===== src/rtl/rf_arb_pkg.sv =====
// Shared types and constants for the register-file write-port arbiter.
package rf_arb_pkg;

    localparam int ADDR_W   = 5;
    localparam int DATA_W   = 32;
    localparam int NUM_REGS = 32;

    // Which requester owns the write port in a given cycle.
    typedef enum logic [1:0] {
        SRC_NONE,
        SRC_WB,
        SRC_LU
    } wr_src_e;

    // One register-file write: destination plus value.
    typedef struct packed {
        logic [ADDR_W-1:0] rd;
        logic [DATA_W-1:0] data;
    } rf_wr_t;

endpackage


===== src/rtl/rf_wr_fifo.sv =====
// Synchronous FIFO of pending long-latency register writes.
// Occupancy is tracked in its own counter so full and empty never alias,
// and the pointers simply wrap modulo DEPTH (DEPTH is a power of two).
module rf_wr_fifo
    import rf_arb_pkg::*;
#(
    parameter int DEPTH = 4
) (
    input  logic                   Clk,
    input  logic                   clr_n,
    input  logic                   push_i,
    input  rf_wr_t                 wdata_i,
    input  logic                   pop_i,
    output rf_wr_t                 rdata_o,
    output logic                   full_o,
    output logic                   empty_o,
    output logic [$clog2(DEPTH):0] level_o
);

    localparam int PTR_W = $clog2(DEPTH);
    localparam int LVL_W = PTR_W + 1;

    rf_wr_t             mem_q [DEPTH];
    logic [PTR_W-1:0]   wr_ptr_q;
    logic [PTR_W-1:0]   rd_ptr_q;
    logic [LVL_W-1:0]   level_q;
    logic               do_push;
    logic               do_pop;

    assign full_o  = (level_q == LVL_W'(DEPTH));
    assign empty_o = (level_q == '0);
    assign level_o = level_q;
    assign rdata_o = mem_q[rd_ptr_q];

    // An overfull push or an empty pop is simply ignored.
    assign do_push = push_i && !full_o;
    assign do_pop  = pop_i && !empty_o;

    // Storage write.
    // NOTE: the data array has no reset; an entry is only observable once
    // level_q says it is valid, so clearing it would buy nothing.
    always_ff @(posedge Clk) begin
        if (do_push) begin
            mem_q[wr_ptr_q] <= wdata_i;
        end
    end

    // Pointer and occupancy update; reset flushes every buffered entry.
    // NOTE: sequential state uses non-blocking assignments so every flop
    // samples pre-edge values regardless of statement order.
    always_ff @(posedge Clk or negedge clr_n) begin
        if (!clr_n) begin
            wr_ptr_q <= '0;
            rd_ptr_q <= '0;
            level_q  <= '0;
        end else begin
            if (do_push) begin
                wr_ptr_q <= wr_ptr_q + 1'b1;
            end
            if (do_pop) begin
                rd_ptr_q <= rd_ptr_q + 1'b1;
            end
            case ({do_push, do_pop})
                2'b10:   level_q <= level_q + 1'b1;
                2'b01:   level_q <= level_q - 1'b1;
                default: level_q <= level_q;
            endcase
        end
    end

endmodule


===== src/rtl/rf_write_arbiter.sv =====
// Register-file write-port arbiter.
// Writeback owns the port whenever it has a real (non-r0) write; long-latency
// results wait in a small FIFO and drain into idle port cycles. A 32-bit
// scoreboard of issued-but-unwritten destinations drives the decode stall.
// Optional build macro RF_ARB_STARVE_GUARD_EN adds a starvation guard that
// periodically gives the FIFO head priority over writeback.
module rf_write_arbiter
    import rf_arb_pkg::*;
#(
    parameter int FIFO_DEPTH = 4
`ifdef RF_ARB_STARVE_GUARD_EN
    ,
    parameter int STARVE_MAX = 8
`endif
) (
    input  logic        Clk,
    input  logic        clr_n,
    input  logic        wb_valid,
    input  logic [4:0]  wb_rd,
    input  logic [31:0] wb_data,
    input  logic        lu_valid,
    output logic        lu_ready,
    input  logic [4:0]  lu_rd,
    input  logic [31:0] lu_data,
    input  logic        iss_valid,
    input  logic [4:0]  iss_rd,
    input  logic [4:0]  rs_a,
    input  logic [4:0]  rs_b,
    output logic        stall,
    output logic        rf_le,
    output logic [4:0]  rf_rw,
    output logic [31:0] rf_pw,
    output logic [31:0] pend_mask,
    output logic [2:0]  fifo_level,
    output logic        sb_err,
    output logic        wb_hold
);

    localparam int LVL_W = $clog2(FIFO_DEPTH) + 1;

    // FIFO interface
    rf_wr_t                 wb_in;
    rf_wr_t                 lu_in;
    rf_wr_t                 fifo_head;
    logic                   fifo_full;
    logic                   fifo_empty;
    logic [LVL_W-1:0]       fifo_lvl;
    logic                   fifo_pop;

    // Port selection
    wr_src_e                src;
    rf_wr_t                 wr;

    // Registered write port and scoreboard
    logic                   rf_le_q,  rf_le_d;
    logic [ADDR_W-1:0]      rf_rw_q,  rf_rw_d;
    logic [DATA_W-1:0]      rf_pw_q,  rf_pw_d;
    logic [NUM_REGS-1:0]    pend_q,   pend_d;
    logic                   sb_err_q, sb_err_d;
    logic [NUM_REGS-1:0]    set_mask;
    logic [NUM_REGS-1:0]    clr_mask;
    logic                   iss_err;
    logic                   wb_req;

`ifdef RF_ARB_STARVE_GUARD_EN
    logic [3:0]             starve_q,     starve_d;
    logic                   lu_prio_q,    lu_prio_d;
    logic                   skid_valid_q, skid_valid_d;
    rf_wr_t                 skid_q,       skid_d;
    logic                   guard_err;
    logic                   hold_now;
`endif

    assign wb_in  = '{rd: wb_rd, data: wb_data};
    assign lu_in  = '{rd: lu_rd, data: lu_data};
    assign wb_req = wb_valid && (wb_rd != '0);

    // lu_ready comes from registered occupancy only, never from lu_valid.
    assign lu_ready   = !fifo_full;
    assign fifo_level = 3'(fifo_lvl);

    rf_wr_fifo #(
        .DEPTH   (FIFO_DEPTH)
    ) u_fifo (
        .Clk     (Clk),
        .clr_n   (clr_n),
        .push_i  (lu_valid && lu_ready),
        .wdata_i (lu_in),
        .pop_i   (fifo_pop),
        .rdata_o (fifo_head),
        .full_o  (fifo_full),
        .empty_o (fifo_empty),
        .level_o (fifo_lvl)
    );

    // Pick the single source that owns the write port this cycle.
    // NOTE: every output of this block gets a default first, so no path
    // leaves a signal unassigned and no latch is inferred.
    always_comb begin
        src      = SRC_NONE;
        fifo_pop = 1'b0;
        wr       = '0;
`ifdef RF_ARB_STARVE_GUARD_EN
        skid_valid_d = skid_valid_q;
        skid_d       = skid_q;
        guard_err    = 1'b0;
        if (lu_prio_q && !fifo_empty) begin
            // Guard cycle: FIFO head wins; a writeback arriving now is a
            // protocol error and is parked in the skid register.
            src      = SRC_LU;
            fifo_pop = 1'b1;
            wr       = fifo_head;
            if (wb_req) begin
                guard_err = 1'b1;
                if (!skid_valid_q) begin
                    skid_valid_d = 1'b1;
                    skid_d       = wb_in;
                end
            end
        end else if (skid_valid_q) begin
            // Parked writeback goes first; a new one takes its place so
            // writeback order is preserved.
            src          = SRC_WB;
            wr           = skid_q;
            skid_valid_d = wb_req;
            skid_d       = wb_in;
        end else if (wb_req) begin
            src = SRC_WB;
            wr  = wb_in;
        end else if (!fifo_empty) begin
            src      = SRC_LU;
            fifo_pop = 1'b1;
            wr       = fifo_head;
        end
`else
        if (wb_req) begin
            src = SRC_WB;
            wr  = wb_in;
        end else if (!fifo_empty) begin
            // Idle port (including a dropped r0 writeback): drain one entry.
            src      = SRC_LU;
            fifo_pop = 1'b1;
            wr       = fifo_head;
        end
`endif
    end

    // Next write-port value and scoreboard update; set beats clear.
    always_comb begin
        rf_le_d  = (src != SRC_NONE) && (wr.rd != '0);
        rf_rw_d  = rf_le_d ? wr.rd   : rf_rw_q;
        rf_pw_d  = rf_le_d ? wr.data : rf_pw_q;

        clr_mask = '0;
        if (src == SRC_LU && wr.rd != '0) begin
            clr_mask[wr.rd] = 1'b1;
        end
        set_mask = '0;
        if (iss_valid && iss_rd != '0) begin
            set_mask[iss_rd] = 1'b1;
        end

        iss_err  = iss_valid && (iss_rd != '0) && pend_q[iss_rd] && !clr_mask[iss_rd];
        pend_d   = (pend_q & ~clr_mask) | set_mask;
        sb_err_d = sb_err_q | iss_err;
`ifdef RF_ARB_STARVE_GUARD_EN
        sb_err_d = sb_err_d | guard_err;
`endif
    end

    // Write-port, scoreboard and error-flag registers.
    always_ff @(posedge Clk or negedge clr_n) begin
        if (!clr_n) begin
            rf_le_q  <= 1'b0;
            rf_rw_q  <= '0;
            rf_pw_q  <= '0;
            pend_q   <= '0;
            sb_err_q <= 1'b0;
        end else begin
            rf_le_q  <= rf_le_d;
            rf_rw_q  <= rf_rw_d;
            rf_pw_q  <= rf_pw_d;
            pend_q   <= pend_d;
            sb_err_q <= sb_err_d;
        end
    end

`ifdef RF_ARB_STARVE_GUARD_EN
    assign hold_now = (starve_q == 4'(STARVE_MAX - 1));

    // Count cycles the FIFO waits behind writeback; any drain restarts it.
    always_comb begin
        starve_d  = starve_q;
        if (src == SRC_LU) begin
            starve_d = '0;
        end else if (src == SRC_WB && !fifo_empty && starve_q != 4'hF) begin
            starve_d = starve_q + 4'd1;
        end
        lu_prio_d = hold_now && (src == SRC_WB);
    end

    // Starvation-guard state.
    always_ff @(posedge Clk or negedge clr_n) begin
        if (!clr_n) begin
            starve_q     <= '0;
            lu_prio_q    <= 1'b0;
            skid_valid_q <= 1'b0;
            skid_q       <= '0;
        end else begin
            starve_q     <= starve_d;
            lu_prio_q    <= lu_prio_d;
            skid_valid_q <= skid_valid_d;
            skid_q       <= skid_d;
        end
    end

    assign wb_hold = hold_now;
`else
    assign wb_hold = 1'b0;
`endif

    assign stall     = ((rs_a != '0) && pend_q[rs_a]) || ((rs_b != '0) && pend_q[rs_b]);
    assign rf_le     = rf_le_q;
    assign rf_rw     = rf_rw_q;
    assign rf_pw     = rf_pw_q;
    assign pend_mask = pend_q;
    assign sb_err    = sb_err_q;

endmodule

===== config.mk =====
export PLATFORM = sky130hd
export DESIGN_NAME = rf_write_arbiter
export DESIGN_NICKNAME = d
export VERILOG_FILES = /design/src/rtl/rf_arb_pkg.sv /design/src/rtl/rf_wr_fifo.sv /design/src/rtl/rf_write_arbiter.sv
export SDC_FILE = /design/constraint.sdc
export NUM_CORES = 1
export LEC_CHECK = 0
export BUFFER_PORTS_ARGS = -buffer_cell sky130_fd_sc_hd__buf_2
export CAP_MARGIN = 20
export CORE_UTILIZATION = 41
export DETAILED_ROUTE_END_ITERATION = 10
export GPL_ROUTABILITY_DRIVEN = 0
export GPL_TIMING_DRIVEN = 0
export PLACE_DENSITY = 0.61
export SLEW_MARGIN = 20
export SYNTH_ARGS = -nofsm -noshare
export SYNTH_HDL_FRONTEND = slang
export SYNTH_SLANG_ARGS = --single-unit

===== constraint.sdc =====
create_clock -name Clk -period 4.47 [get_ports Clk]
set_input_delay 0.2235 -clock Clk [delete_from_list [all_inputs] [get_ports Clk]]
set_output_delay 0.2235 -clock Clk [all_outputs]
set_load 0.02 [all_outputs]

==> key figures <==
Logic synthesis
  – Synth warn: 0
  – Post-synth cell types: 53
  – Largest area contributor in the netlist: edfxtp_1
  – Post-synth top cells: edfxtp_1 (148), o21ai_0 (96), dfrtp_1 (78), nand2_1 (60), mux4_2 (54)
  – Yosys reg bits: between 200 and 250
  – Top post-synthesis cells by area: edfxtp_1 (46%), dfrtp_1 (20%), mux4_2 (13%)
  – Asr flop ratio synth: 0.345
  – Post-synth EDFFs: approximately 150
  – Seq/Total Area, Yosys: 0.658
  – Synth Cell Area: just under 10000 um2
  – Top FF cell, synth: edfxtp_1
  – Post-Synthesis Cells: 633
  – Syn avg cell area: roughly 15 um2
  – Most numerous cell in the Yosys netlist: edfxtp_1
  – Share of the synthesized area in the top cell type: 0.457
  – Post-synth net total: approximately 730

Global route
  – Total grt overflow: 0
  – First-pass GRT wire length: 37.9 mm
  – Largest net degree at the start of global routing: 49
  – Tot GR Track Use: 0.207
  – Antenna violations before repair: 2
  – Vias in the first global route: 6567

Min path
  – Worst Hold Class: in2reg
  – Hold path cells: 3

Timing
  – Slew HR: 0.419
  – Setup TNS: 0 ns
  – Final Skew: ~0.024 ns
  – Actual slew at the worst max-slew pin: just under 0.9 ns
  – Pins Over Slew Limit: 0
  – Final critical-path share of the clock period: 0.694
  – Max Freq: about 320 MHz
  – Setup repair after global routing missed its margin: false
  – Final worst path period need: 3.10 ns
  – Final setup viols: 0
  – Hold slack: ~0.013 ns
  – Final Hold Viols: 0

Floorplanning
  – Die height: between 150 and 200 um
  – Num ports: ~170
  – Core footprint: approximately 23000 um2
  – Site row count: 55
  – Initial Util: 0.424
  – Die outline area: 24300 um2
  – Die Span X: 156 um

Setup path
  – Setup Crit Path Kind: in2reg
  – Required time of the worst setup path: slightly below 5 ns
  – CP Capture Type: flip-flop
  – Critical Path AT: approximately 3.6 ns
  – Max Fanout on Critical Path: 10
  – Worst reg-to-reg path cell count: 11
  – Critical Path Start Type: primary input

Placement
  – Number of buffers added on ports: 161
  – DP HPWL: around 17 mm

Clock tree
  – CTS root buf: clkbuf_16
  – CTS tree: done
  – Clock-pin slew on the worst setup and hold paths: 0.06 ns
  – CTS Buf Count: 24
  – Postcts setup bufs: 0
  – Longest Clk Path Bufs: 3
  – Clk_lat worst skew: 0.52 ns
  – CTS H-Tree Depth: 1
  – Clk sinks: 226

Pwr
  – P_leak: about 4.7 nW
  – Worst IR drop on VDD: around 0.37 mV
  – Clock power frac: 0.238
  – P_sw: around 2.7 mW
  – Internal power: roughly 5 mW
  – Pwr dens: approximately 630 nW/um2
  – Comb pwr share: 0.346
  – Part of the power in registers: 0.416
  – Switching share of power: 0.351

Detailed routing
  – DRC Markers: 0
  – Iter 0 DRT Violations: 445
  – Final WL: 24.6 mm
  – Iteration count of the initial detailed-routing pass: 4
  – Vias per inst: 5.45
  – DRT antenna net count: 0
  – DR WL/cell: 20.5 um
  – Vias: 6553

Finish
  – Fillcell total: about 2000
  – Nets: ~970
  – Post-layout util: 0.533
  – Area Growth Syn to Fin: 25.7%
  – Share of layout cells above drive strength 1: 0.312

Job
  – Max cap viols: 0

Run status
  – Status: completed
[area by class of cell]
type | count | area, um2 | share of cell area
clock buffer | 33 | 634 | 0.0519
sequential | 226 | 6400 | 0.523
multi-input combinational | 359 | 3120 | 0.256
antenna | 2 | 5.00 | 0.000410
buffer | 37 | 163 | 0.0133
inverter | 11 | 41.3 | 0.00338
clock inverter | 11 | 92.6 | 0.00758
timing repair buffer | 210 | 1370 | 0.112
tap | 313 | 392 | 0.0321
[metrics by stage]
stage	worst slack, ns	total power, mW	std cells	cell area [um2]
floorplan	2.00	4.90	633	9720
global placement	1.49	5.83	1107	10900
detailed placement	1.43	5.91	1112	11000
CTS	1.41	7.79	1200	12200
global route	1.14	8.12	1200	12200
finish	1.37	7.71	1202	12200
[what timing repair did]
item	4_1_cts	5_1_grt
hold buffers	44	0
gates resized for setup	0	0
hold endpoints to repair	184	0
[cells in the final DEF (no fill, tap or decap), types with 24 or more instances in the layout]
cell type and count:
a22oi_1 32, buf_2 168, clkbuf_1 31, clkbuf_16 24, dfrtp_1 78, dlygate4sd3_1 44, edfxtp_1 148, mux4_2 54
nand2_1 60, o21ai_0 96
[sequential cells by signal, summed over array words and instances (netlist names)]
signal           count
u_fifo.mem_q       148
pend_mask           32
rf_pw               32
rf_rw                5
u_fifo.level_o       3
u_fifo.rd_ptr_q      2
u_fifo.wr_ptr_q      2
rf_le                1
sb_err               1
[critical path, cell delays in order]
cell           delay, ns
dlygate4sd3_1       0.56
buf_2               0.16
o31ai_1             0.54
nand3_1             0.25
clkinv_1            0.23
clkbuf_1            0.46
ha_1                0.28
inv_1               0.06
fa_1                0.37
xor2_1              0.15
nor2_1              0.12
xor2_1              0.15
[power by group through the flow]
stage / clock [mW] / combinational (mW) / sequential (mW)
2_1_floorplan: 0 / 1.40 / 3.50
3_3_place_gp: 0 / 2.59 / 3.24
3_5_place_dp: 0 / 2.67 / 3.24
4_1_cts: 1.88 / 2.70 / 3.20
5_1_grt: 1.95 / 2.90 / 3.26
6_report: 1.84 / 2.67 / 3.20
[final timing paths]
check	startpoint	end	slack, ns
worst max-delay path	wb_rd[1]	u_fifo.level_o[2]	1.37
worst min-delay path	wb_data[2]	rf_pw[2]	0.01
worst max register to register	u_fifo.level_o[0]	u_fifo.level_o[2]	1.61
worst min register to register	rf_pw[2]	rf_pw[2]	0.48
max in group asynchronous	clr_n	rf_pw[12]	3.62
min in group asynchronous	clr_n	pend_mask[9]	0.20
[routing by layer]
| layer | up-vias | global-route usage | part of all wire |
|---|---|---|---|
| met5 | - | 0 | 0 |
| met4 | 0 | 0.0425 | 0.015 |
| met3 | 28 | 0.0306 | 0.066 |
| met2 | 242 | 0.347 | 0.49 |
| met1 | 3301 | 0.287 | 0.43 |
| li1 | 2982 | - | - |
[cell families (layout without fill, tap and decap cells)]
logic type	after synthesis	after routing	synth area share
simple gates	115	115	0.0561
mux	72	72	0.151
xor+xnor	9	9	0.00811
compound gates	156	156	0.0972
flops	226	226	0.658
fa+ha+maj	6	6	0.00850
other cells	1	3	0.000386
buf+inv	48	302	0.0210
Note: power is estimated with default switching activity, not from simulation.
